**src/rtl/seg_digit_scanner.sv**
```systemverilog
// seg_digit_scanner
//   Time-multiplexed digit scanner for a common-anode seven-segment display.
//   Each digit gets one slot of REFRESH_DIV cycles. The first DEAD_CYCLES
//   cycles of a slot keep every anode off (anti-ghosting) and the rest light
//   the digit. New values are staged on i_load and only reach the displayed
//   (shadow) copy at a frame boundary or while idle, so a frame never tears.
//   Optional leading-zero blanking keeps the anodes of high zero digits off.
//
// Ports
//   i_clk        system clock, rising edge
//   i_rst_n      synchronous active-low reset
//   i_enable     scan enable; low forces the display dark (IDLE)
//   i_load       one-cycle strobe capturing i_value
//   i_value      packed digits, nibble k is digit k (digit 0 rightmost)
//   i_blank_lz   leading-zero blanking enable
//   o_data       nibble of the current digit for the segment decoder
//   o_an         active-low anode enables, bit k drives digit k
//   o_frame_done one-cycle pulse after the last digit slot completes
module seg_digit_scanner #(
  parameter int unsigned NUM_DIGITS  = 4,
  parameter int unsigned REFRESH_DIV = 100000,
  parameter int unsigned DEAD_CYCLES = 1000
) (
  input  logic                    i_clk,
  input  logic                    i_rst_n,
  input  logic                    i_enable,
  input  logic                    i_load,
  input  logic [4*NUM_DIGITS-1:0] i_value,
  input  logic                    i_blank_lz,
  output logic [3:0]              o_data,
  output logic [NUM_DIGITS-1:0]   o_an,
  output logic                    o_frame_done
);

  localparam int unsigned PW = (REFRESH_DIV > 1) ? $clog2(REFRESH_DIV) : 1;
  localparam int unsigned IW = (NUM_DIGITS > 1) ? $clog2(NUM_DIGITS) : 1;
  localparam int unsigned VW = 4 * NUM_DIGITS;

  localparam logic [PW-1:0] P_LAST    = PW'(REFRESH_DIV - 1);
  localparam logic [PW-1:0] DEAD_LAST = PW'(DEAD_CYCLES - 1);
  localparam logic [IW-1:0] I_LAST    = IW'(NUM_DIGITS - 1);

  typedef enum logic [1:0] {
    S_IDLE = 2'd0,
    S_DEAD = 2'd1,
    S_ON   = 2'd2
  } state_t;

  state_t                r_state;
  logic [PW-1:0]         r_presc;
  logic [IW-1:0]         r_idx;
  logic [VW-1:0]         r_stage;
  logic [VW-1:0]         r_shadow;
  logic                  r_pending;
  logic [3:0]            r_data;
  logic [NUM_DIGITS-1:0] r_an;
  logic                  r_frame_done;

  state_t                w_state_nxt;
  logic [PW-1:0]         w_presc_nxt;
  logic [IW-1:0]         w_idx_nxt;
  logic                  w_boundary;
  logic                  w_update;
  logic [VW-1:0]         w_stage_nxt;
  logic [VW-1:0]         w_shadow_nxt;
  logic                  w_pending_nxt;
  logic [3:0]            w_data_nxt;
  logic                  w_blank;
  logic                  w_zeros_above;
  logic [NUM_DIGITS-1:0] w_an_nxt;

  // Next-state: scan sequencing
  always_comb begin
    w_state_nxt = r_state;
    w_presc_nxt = r_presc;
    w_idx_nxt   = r_idx;
    w_boundary  = 1'b0;
    if (!i_enable) begin
      w_state_nxt = S_IDLE;
      w_presc_nxt = '0;
      w_idx_nxt   = '0;
    end else begin
      unique case (r_state)
        S_IDLE: begin
          w_state_nxt = S_DEAD;
          w_presc_nxt = '0;
          w_idx_nxt   = '0;
        end
        S_DEAD: begin
          w_presc_nxt = r_presc + 1'b1;
          if (r_presc == DEAD_LAST) w_state_nxt = S_ON;
        end
        S_ON: begin
          if (r_presc == P_LAST) begin
            w_presc_nxt = '0;
            w_state_nxt = S_DEAD;
            w_idx_nxt   = (r_idx == I_LAST) ? '0 : r_idx + 1'b1;
            w_boundary  = (r_idx == I_LAST);
          end else begin
            w_presc_nxt = r_presc + 1'b1;
          end
        end
        default: begin
          w_state_nxt = S_IDLE;
          w_presc_nxt = '0;
          w_idx_nxt   = '0;
        end
      endcase
    end
  end

  // Staging / shadow transfer. A load coinciding with an update point
  // bypasses staging so the new value is shown in the very next frame.
  always_comb begin
    w_update      = w_boundary || (r_state == S_IDLE);
    w_stage_nxt   = r_stage;
    w_shadow_nxt  = r_shadow;
    w_pending_nxt = r_pending;
    if (i_load && w_update) begin
      w_stage_nxt   = i_value;
      w_shadow_nxt  = i_value;
      w_pending_nxt = 1'b0;
    end else if (i_load) begin
      w_stage_nxt   = i_value;
      w_pending_nxt = 1'b1;
    end else if (w_update && r_pending) begin
      w_shadow_nxt  = r_stage;
      w_pending_nxt = 1'b0;
    end
  end

  // Outputs are registered from next-cycle state so they line up with it.
  // Blanking walks from the top digit down, tracking whether every nibble
  // at or above the current one is zero.
  always_comb begin
    w_data_nxt    = '0;
    w_blank       = 1'b0;
    w_zeros_above = 1'b1;
    w_an_nxt      = '1;
    for (int unsigned k = 0; k < NUM_DIGITS; k++) begin
      if (w_idx_nxt == IW'(k)) w_data_nxt = w_shadow_nxt[4*k +: 4];
    end
    for (int unsigned j = 0; j < NUM_DIGITS - 1; j++) begin
      w_zeros_above = w_zeros_above && (w_shadow_nxt[4*(NUM_DIGITS-1-j) +: 4] == 4'h0);
      if (w_idx_nxt == IW'(NUM_DIGITS - 1 - j)) w_blank = i_blank_lz && w_zeros_above;
    end
    if (w_state_nxt == S_ON && !w_blank) begin
      for (int unsigned k = 0; k < NUM_DIGITS; k++) begin
        if (w_idx_nxt == IW'(k)) w_an_nxt[k] = 1'b0;
      end
    end
  end

  always_ff @(posedge i_clk) begin
    if (!i_rst_n) begin
      r_state      <= S_IDLE;
      r_presc      <= '0;
      r_idx        <= '0;
      r_stage      <= '0;
      r_shadow     <= '0;
      r_pending    <= 1'b0;
      r_data       <= '0;
      r_an         <= '1;
      r_frame_done <= 1'b0;
    end else begin
      r_state      <= w_state_nxt;
      r_presc      <= w_presc_nxt;
      r_idx        <= w_idx_nxt;
      r_stage      <= w_stage_nxt;
      r_shadow     <= w_shadow_nxt;
      r_pending    <= w_pending_nxt;
      r_data       <= w_data_nxt;
      r_an         <= w_an_nxt;
      r_frame_done <= w_boundary;
    end
  end

  assign o_data       = r_data;
  assign o_an         = r_an;
  assign o_frame_done = r_frame_done;

endmodule

```
**config.mk**
```make
export PLATFORM = sky130hd
export DESIGN_NAME = seg_digit_scanner
export DESIGN_NICKNAME = d
export VERILOG_FILES = /design/src/rtl/seg_digit_scanner.sv
export SDC_FILE = /design/constraint.sdc
export NUM_CORES = 1
export LEC_CHECK = 0
export CAP_MARGIN = 20
export CORE_ASPECT_RATIO = 1.1
export CORE_MARGIN = 2
export CORE_UTILIZATION = 55
export CTS_CLUSTER_SIZE = 14
export DETAILED_ROUTE_END_ITERATION = 10
export GPL_ROUTABILITY_DRIVEN = 0
export PLACE_DENSITY = 0.76
export SLEW_MARGIN = 5
export SYNTH_ARGS = -nofsm -noshare
export SYNTH_HDL_FRONTEND = slang
export SYNTH_SLANG_ARGS = --single-unit
```
**constraint.sdc**
```tcl
create_clock -name i_clk -period 3.6 [get_ports i_clk]
set_input_delay 0.72 -clock i_clk [delete_from_list [all_inputs] [get_ports i_clk]]
set_output_delay 0.72 -clock i_clk [all_outputs]
set_load 0.1 [all_outputs]
```
After elaboration in Yosys (flattened, before gate mapping)
Index checks and enable logic that the tools add are counted.
{ "totals": {"in_bits": 21, "wordCells": 72, "output_inout_bits": 9, "reg_bits": 63} }
{ "op_classes": {"n_reduce_logical": 20, "muxes": 31, "n_bitwise": 1, "n_eq_ne": 9, "addsub": 2} }
{ "op_table": {"columns": ["op", "count"], "rows": [
  ["two-way mux 16 bit", 5],
  ["case mux 17 bit (2 select lines)", 1],
  ["adder 17 x 1 -> 17 bit, second input constant", 1],
  ["== test 17 x 10 -> 1 bit, second input constant", 1],
  ["== test 17 bit, second input constant", 1],
  ["two-way mux 17 bit", 1],
  ["two-way mux 4 bit", 4],
  ["zero test 4 bit", 3],
  ["two-way mux 1 bit", 12],
  ["two-way mux 2 bit", 6],
  ["== test 2 bit, second input constant", 5],
  ["logical AND 1 bit", 8],
  ["case mux 2 bit (3 select lines)", 1],
  ["== test 2 x 1 -> 1 bit, second input constant", 2],
  ["zero test 2 bit", 2],
  ["case mux 2 bit (2 select lines)", 1],
  ["AND reduction 2 bit", 2],
  ["nonzero test 2 bit", 2],
  ["adder 2 x 1 -> 2 bit, second input constant", 1],
  ["OR reduction 2 bit", 1],
  ["zero test 1 bit", 1],
  ["logical OR 1 bit", 1],
  ["inverter 1 bit", 1]
]} }

Longest topological paths before layout
{ "logic_depth": {"depth_word": 17, "depth_mapped": 10, "depth_no_buf": 8} }

Worst setup path before layout
Ideal clock, no wire load.
{ "synth_timing": {"path_type": "register -> register", "startpoint": "register r_presc[12]", "endpoint": "register r_data[1], in the netlist o_data[1]", "setup_time_ns": 0.119, "path_stages_with_launch": 7, "path_buffers": 0, "arrival_time_ns": 2.302, "period_less_slack_ns": 2.421, "slack_ns": 1.179, "t_required_ns": 3.481, "cell_sequence": "dfxtp_1 or4_4 nor4_4 mux2_4 a31oi_1 nand2_1 o221a_1"} }
{ "synth_via": {"elab_chain_len": 13, "word_cells_on_any_way": 21, "classes_between": "4 x eq/ne; 13 x mux; 4 x reduce/logical"} }
{ "synth_rtl": {"columns": ["item", "line", "rtl"], "rows": [
  ["start: declaration", "50", "logic [PW-1:0] r_presc;"],
  ["start signal: assignment", "167", "r_presc <= w_presc_nxt;"],
  ["== test 17 bit *", "94", "if (r_presc == P_LAST) begin"],
  ["two-way mux 1 bit", "94", null],
  ["two-way mux 1 bit", "83", "unique case (r_state)"],
  ["two-way mux 1 bit", "78", "if (!i_enable) begin"],
  ["logical OR 1 bit", "115", "w_update = w_boundary || (r_state == S_IDLE);"],
  ["logical AND 1 bit", "126", "end else if (w_update && r_pending) begin"],
  ["two-way mux 16 bit", "126", null],
  ["two-way mux 16 bit", "123", "end else if (i_load) begin"],
  ["two-way mux 16 bit", "119", "if (i_load && w_update) begin"],
  ["two-way mux 4 bit (3 in series)", "141", "if (w_idx_nxt == IW'(k)) w_data_nxt = w_shadow_nxt[4*k +: 4];"],
  ["two-way mux 4 bit *", "141", null],
  ["end signal: assignment", "172", "r_data <= w_data_nxt;"],
  ["end: declaration", "55", "logic [3:0] r_data;"]
]} }
Mark *: on every way between the ends. The rest lies on a longest branch, timed or not.
A chain may end at the register's enable or synchronous reset.

Worst setup path after layout
{ "layout_timing": {"startpoint": "register r_presc[0]", "endpoint": "register r_data[0], in the netlist o_data[0]"} }
Same word-level chain as after synthesis.

==> results by stage <==
Timing:
- Timing would allow up to 359.0 MHz.
- The number of max-slew violations in the final report is 0.
- The aggregate negative setup slack is 0 ns.
- The total setup violations reported at the end of the flow is 0.
- Setup repair after global routing left no endpoint under its margin.
- The final period demand of the worst path is 2.785 ns.
- The final count of hold timing violations is 0.
- The worst hold-check slack is 0.4478 ns.
- Measured against its own limit, the worst slew margin works out to 33.67%.
- For the pin with the worst max-slew slack, the measured transition is 0.9919 ns.
- The post-route clock skew is 0.01180 ns.
- The final critical path takes up 77.37% of the cycle.

Detailed routing:
- In this run the top signal layer used is met4.
- The remaining design rule violation count is 0.
- The total number of vias is 3399.
- In the final routing, the length of wire on met1 measures 3814 um.
- The mean routed wirelength per cell is 17.15 um.
- The total wire length after detailed routing is 9207 um.
- The count of nets left with antenna violations once routing finished came out at 0.
- The count of routing violations after the opening detailed-route iteration is 365.
- The vias per cell is 6.330.
- The first TritonRoute pass finished after 6 iterations.
- The wire length on met2 is 4380 um.
- Wire segments on met3 add up to 664 um in the final route.

Synth:
- In this run, distinct cell masters in the synthesized netlist total 73.
- A synthesized cell averages 8.300 um^2.
- For this run, asynchronously set or reset flops after synthesis account for 0%.
- The number of enable-type register cells in the synthesized netlist is 0.
- The post-synthesis cell area is 3577 um^2.
- The yosys synthesis warning count is 0.
- The number of nets produced by synthesis is 458.
- Sequential elements use 35.26% of the synthesized area.
- sky130_fd_sc_hd__dfxtp_1 takes more of the synthesized area than any other cell.
- In this run, synthesis produced a sequential element count of 63.
- After synthesis, the cell types taking the most area are sky130_fd_sc_hd__dfxtp_1 35%, sky130_fd_sc_hd__mux2i_1 5.9%, sky130_fd_sc_hd__nor2_1 5.1%.
- In the synthesized netlist the dominant register cell turns out to be sky130_fd_sc_hd__dfxtp_1.
- The share of the synthesized area in the top cell type is 35.26%.
- The gate count of the mapped netlist is 431.

Clock network:
- After clock tree synthesis, the repair step resized 0 gates.
- The root buffer selected by CTS is sky130_fd_sc_hd__clkbuf_8.
- The clock network latency to the later pin of the worst-skew pair is 0.35 ns.
- The clock net in this run drives a total of 63 sinks.
- The number of setup buffers added after CTS is 0.
- The TritonCTS buffer count is 9.
- The total number of H-tree levels is 3.
- The TritonCTS clock tree is built.
- The number of hold buffers added after CTS was 0.
- After clock tree synthesis, the clock-pin slew on the worst setup and hold paths is 0.06 ns.
- The worst-case clock buffer depth is 2.

Setup path:
- The startpoint type of the worst setup path is a register.
- The critical path goes through ha_1, and4_1, nand4_1, o21ai_1, nor2_1, o311a_1, a211oi_2.
- For the worst setup path, the data arrival time is 3.04 ns.
- Along the worst path, the maximum fanout reaches 8.
- For this design, the slowest cell found on the critical path is sky130_fd_sc_hd__o21ai_1.
- For this run, the slowest stage of the critical path takes 0.69 ns.
- STA classifies the critical path endpoint as a register.
- The critical path is of the register to register type.
- The required time reported for the critical path endpoint is 3.86 ns.

Global routing:
- The maximum number of pins on one net before global-route repair is 48.
- The overall global routing resource usage is 26.61%.
- The number of global-route vias before repair is 3108.
- The first global-routing pass estimated 14620 um of wire.
- The number of antenna violations at the first check in global routing was 0.
- The overall overflow remaining after global route is 0.

Die:
- The die covers 7166 um^2.
- The floorplan step set the die height to 88.59 um.
- For this configuration, the core starts out at a cell density of 57.41%.
- The floorplan has 30 rows.
- The I/O pin count is 30.
- The die boundary width is 80.90 um.
- The core outline area is 6231 um^2.

Run:
- The total of max-cap violations is 0.

Placement:
- Detailed placement finished with a half-perimeter wire length of 6461 um.
- The count of buffers from port buffering is 29.

Cells and area:
- For this run, the post-layout net count is 479.
- Compared with the post-synthesis result, the final layout area differs by 15.22%.
- The share of final-layout standard cells stronger than drive strength 1 is 10.50%.
- The repair_antennas step left the layout with diodes totalling 0.

Worst hold path:
- In this run the worst hold path is classified as register to register.

Pwr:
- The leakage dissipation is 1.490 nW.
- The worst-case IR drop observed on VDD is 0.2870 mV.
- The power density normalized to cell area is 391.0 nW/um^2.

Run status:
- The run finished with clean final reports.
sequential cells by signal (all words and copies together) (netlist names):
register,cells
r_shadow,16
r_pending,1
r_stage,16
o_frame_done,1
r_state,2
r_presc,17
o_data,4
o_an,4
r_idx,2
routing by layer:
layer,global-route usage (%),vias up
met5,0,-
met1,32.25,1579
met3,5.510,39
li1,-,1627
met2,43.65,154
met4,15.56,0
path summary, 6_finish.rpt:
kind | cells after the start | from | slack [ns] | endpoint
hold reg to reg | 1 | r_presc[0] | 0.45 | r_presc[0]
setup reg to reg | 7 | r_presc[0] | 0.81 | o_data[0]
hold / removal | 1 | r_presc[0] | 0.45 | r_presc[0]
setup / recovery | 7 | r_presc[0] | 0.81 | o_data[0]
power breakdown:
group | switching, W | total (W) | internal [W]
Clock | 0.000266 | 0.000641 | 0.000374
Combinational | 0.000133 | 0.000226 | 0.0000924
Sequential | 0.0000203 | 0.000745 | 0.000725
Total | 0.000420 | 0.00161 | 0.00119
cell type report:
cell class	count	area, um^2
clock buffers	13	168.9
repair buffers	39	377.9
flip-flops and latches	63	1261
multi-input cells	331	2143
clock inverters	3	40.04
fillers	547	2110
well taps	80	100.1
inverters	8	30.03
synth_stat cells, types with 3 or more instances:
master,instances
sky130_fd_sc_hd__dfxtp_1,63
sky130_fd_sc_hd__nor2_1,49
sky130_fd_sc_hd__nand2_1,38
sky130_fd_sc_hd__nand3_1,25
sky130_fd_sc_hd__a21oi_1,24
sky130_fd_sc_hd__clkbuf_1,21
sky130_fd_sc_hd__mux2i_1,21
sky130_fd_sc_hd__o21ai_0,18
sky130_fd_sc_hd__nor3_1,10
sky130_fd_sc_hd__o22ai_1,10
sky130_fd_sc_hd__nand4_1,8
sky130_fd_sc_hd__and3_1,7
sky130_fd_sc_hd__inv_1,7
sky130_fd_sc_hd__nand3b_1,7
sky130_fd_sc_hd__o211ai_1,7
sky130_fd_sc_hd__xnor2_1,7
sky130_fd_sc_hd__xor2_1,7
sky130_fd_sc_hd__ha_1,6
sky130_fd_sc_hd__and2_1,5
sky130_fd_sc_hd__nand2b_1,5
sky130_fd_sc_hd__a221oi_1,4
sky130_fd_sc_hd__a31oi_1,4
sky130_fd_sc_hd__o21a_1,4
sky130_fd_sc_hd__a32oi_1,3
sky130_fd_sc_hd__nand4b_1,3
sky130_fd_sc_hd__nor4_1,3
sky130_fd_sc_hd__or3_1,3
critical path, delay by kind of cell, from the launching register on:
family | cells | cell delay, ns
flip-flops | 1 | 0.35
AND/OR/NAND/NOR | 3 | 0.88
AO/OA/AOI/OAI | 3 | 1.23
adder cells (fa/ha/maj) | 1 | 0.25
kinds of logic after synthesis:
kind of cell	count (synthesis)	share of synthesized area, %
compound gates	100	19.76
xor+xnor	14	3.428
fa+ha+maj	6	2.099
buf+inv	37	4.827
flops	63	35.26
mux	25	7.310
simple gates	186	27.32
through the flow:
| step | total power [W] | utilization, % | std cells | worst slack [ns] | area (um^2) |
|---|---|---|---|---|---|
| after floorplan | 0.0009098 | - | 431 | 1.179 | 3577 |
| after global placement | 0.0009757 | 62.79 | 521 | 0.7143 | 3913 |
| after detailed placement | 0.0009795 | 62.79 | 521 | 0.7221 | 3913 |
| after CTS | 0.001613 | 66.14 | 537 | 0.8655 | 4121 |
| after global routing | 0.001667 | 66.14 | 537 | 0.5607 | 4121 |
| final | 0.001611 | 66.14 | 537 | 0.8148 | 4121 |
cell usage in the layout (no fill, tap or decap), types with 6 or more instances in the layout:
| cell | instances |
|---|---|
| sky130_fd_sc_hd__buf_4 | 9 |
| sky130_fd_sc_hd__o22ai_1 | 10 |
| sky130_fd_sc_hd__o21ai_0 | 18 |
| sky130_fd_sc_hd__o211ai_1 | 7 |
| sky130_fd_sc_hd__clkbuf_8 | 12 |
| sky130_fd_sc_hd__a21oi_1 | 24 |
| sky130_fd_sc_hd__nor3_1 | 10 |
| sky130_fd_sc_hd__clkdlybuf4s50_1 | 29 |
| sky130_fd_sc_hd__nand3_1 | 25 |
| sky130_fd_sc_hd__dfxtp_1 | 63 |
| sky130_fd_sc_hd__xnor2_1 | 7 |
| sky130_fd_sc_hd__nand2_1 | 38 |
| sky130_fd_sc_hd__xor2_1 | 7 |
| sky130_fd_sc_hd__nor2_1 | 49 |
| sky130_fd_sc_hd__nand4_1 | 8 |
| sky130_fd_sc_hd__ha_1 | 6 |
| sky130_fd_sc_hd__mux2i_1 | 21 |
| sky130_fd_sc_hd__nand3b_1 | 7 |
| sky130_fd_sc_hd__inv_1 | 7 |
| sky130_fd_sc_hd__and3_1 | 7 |
Note: power is estimated with default switching activity, not from simulation.
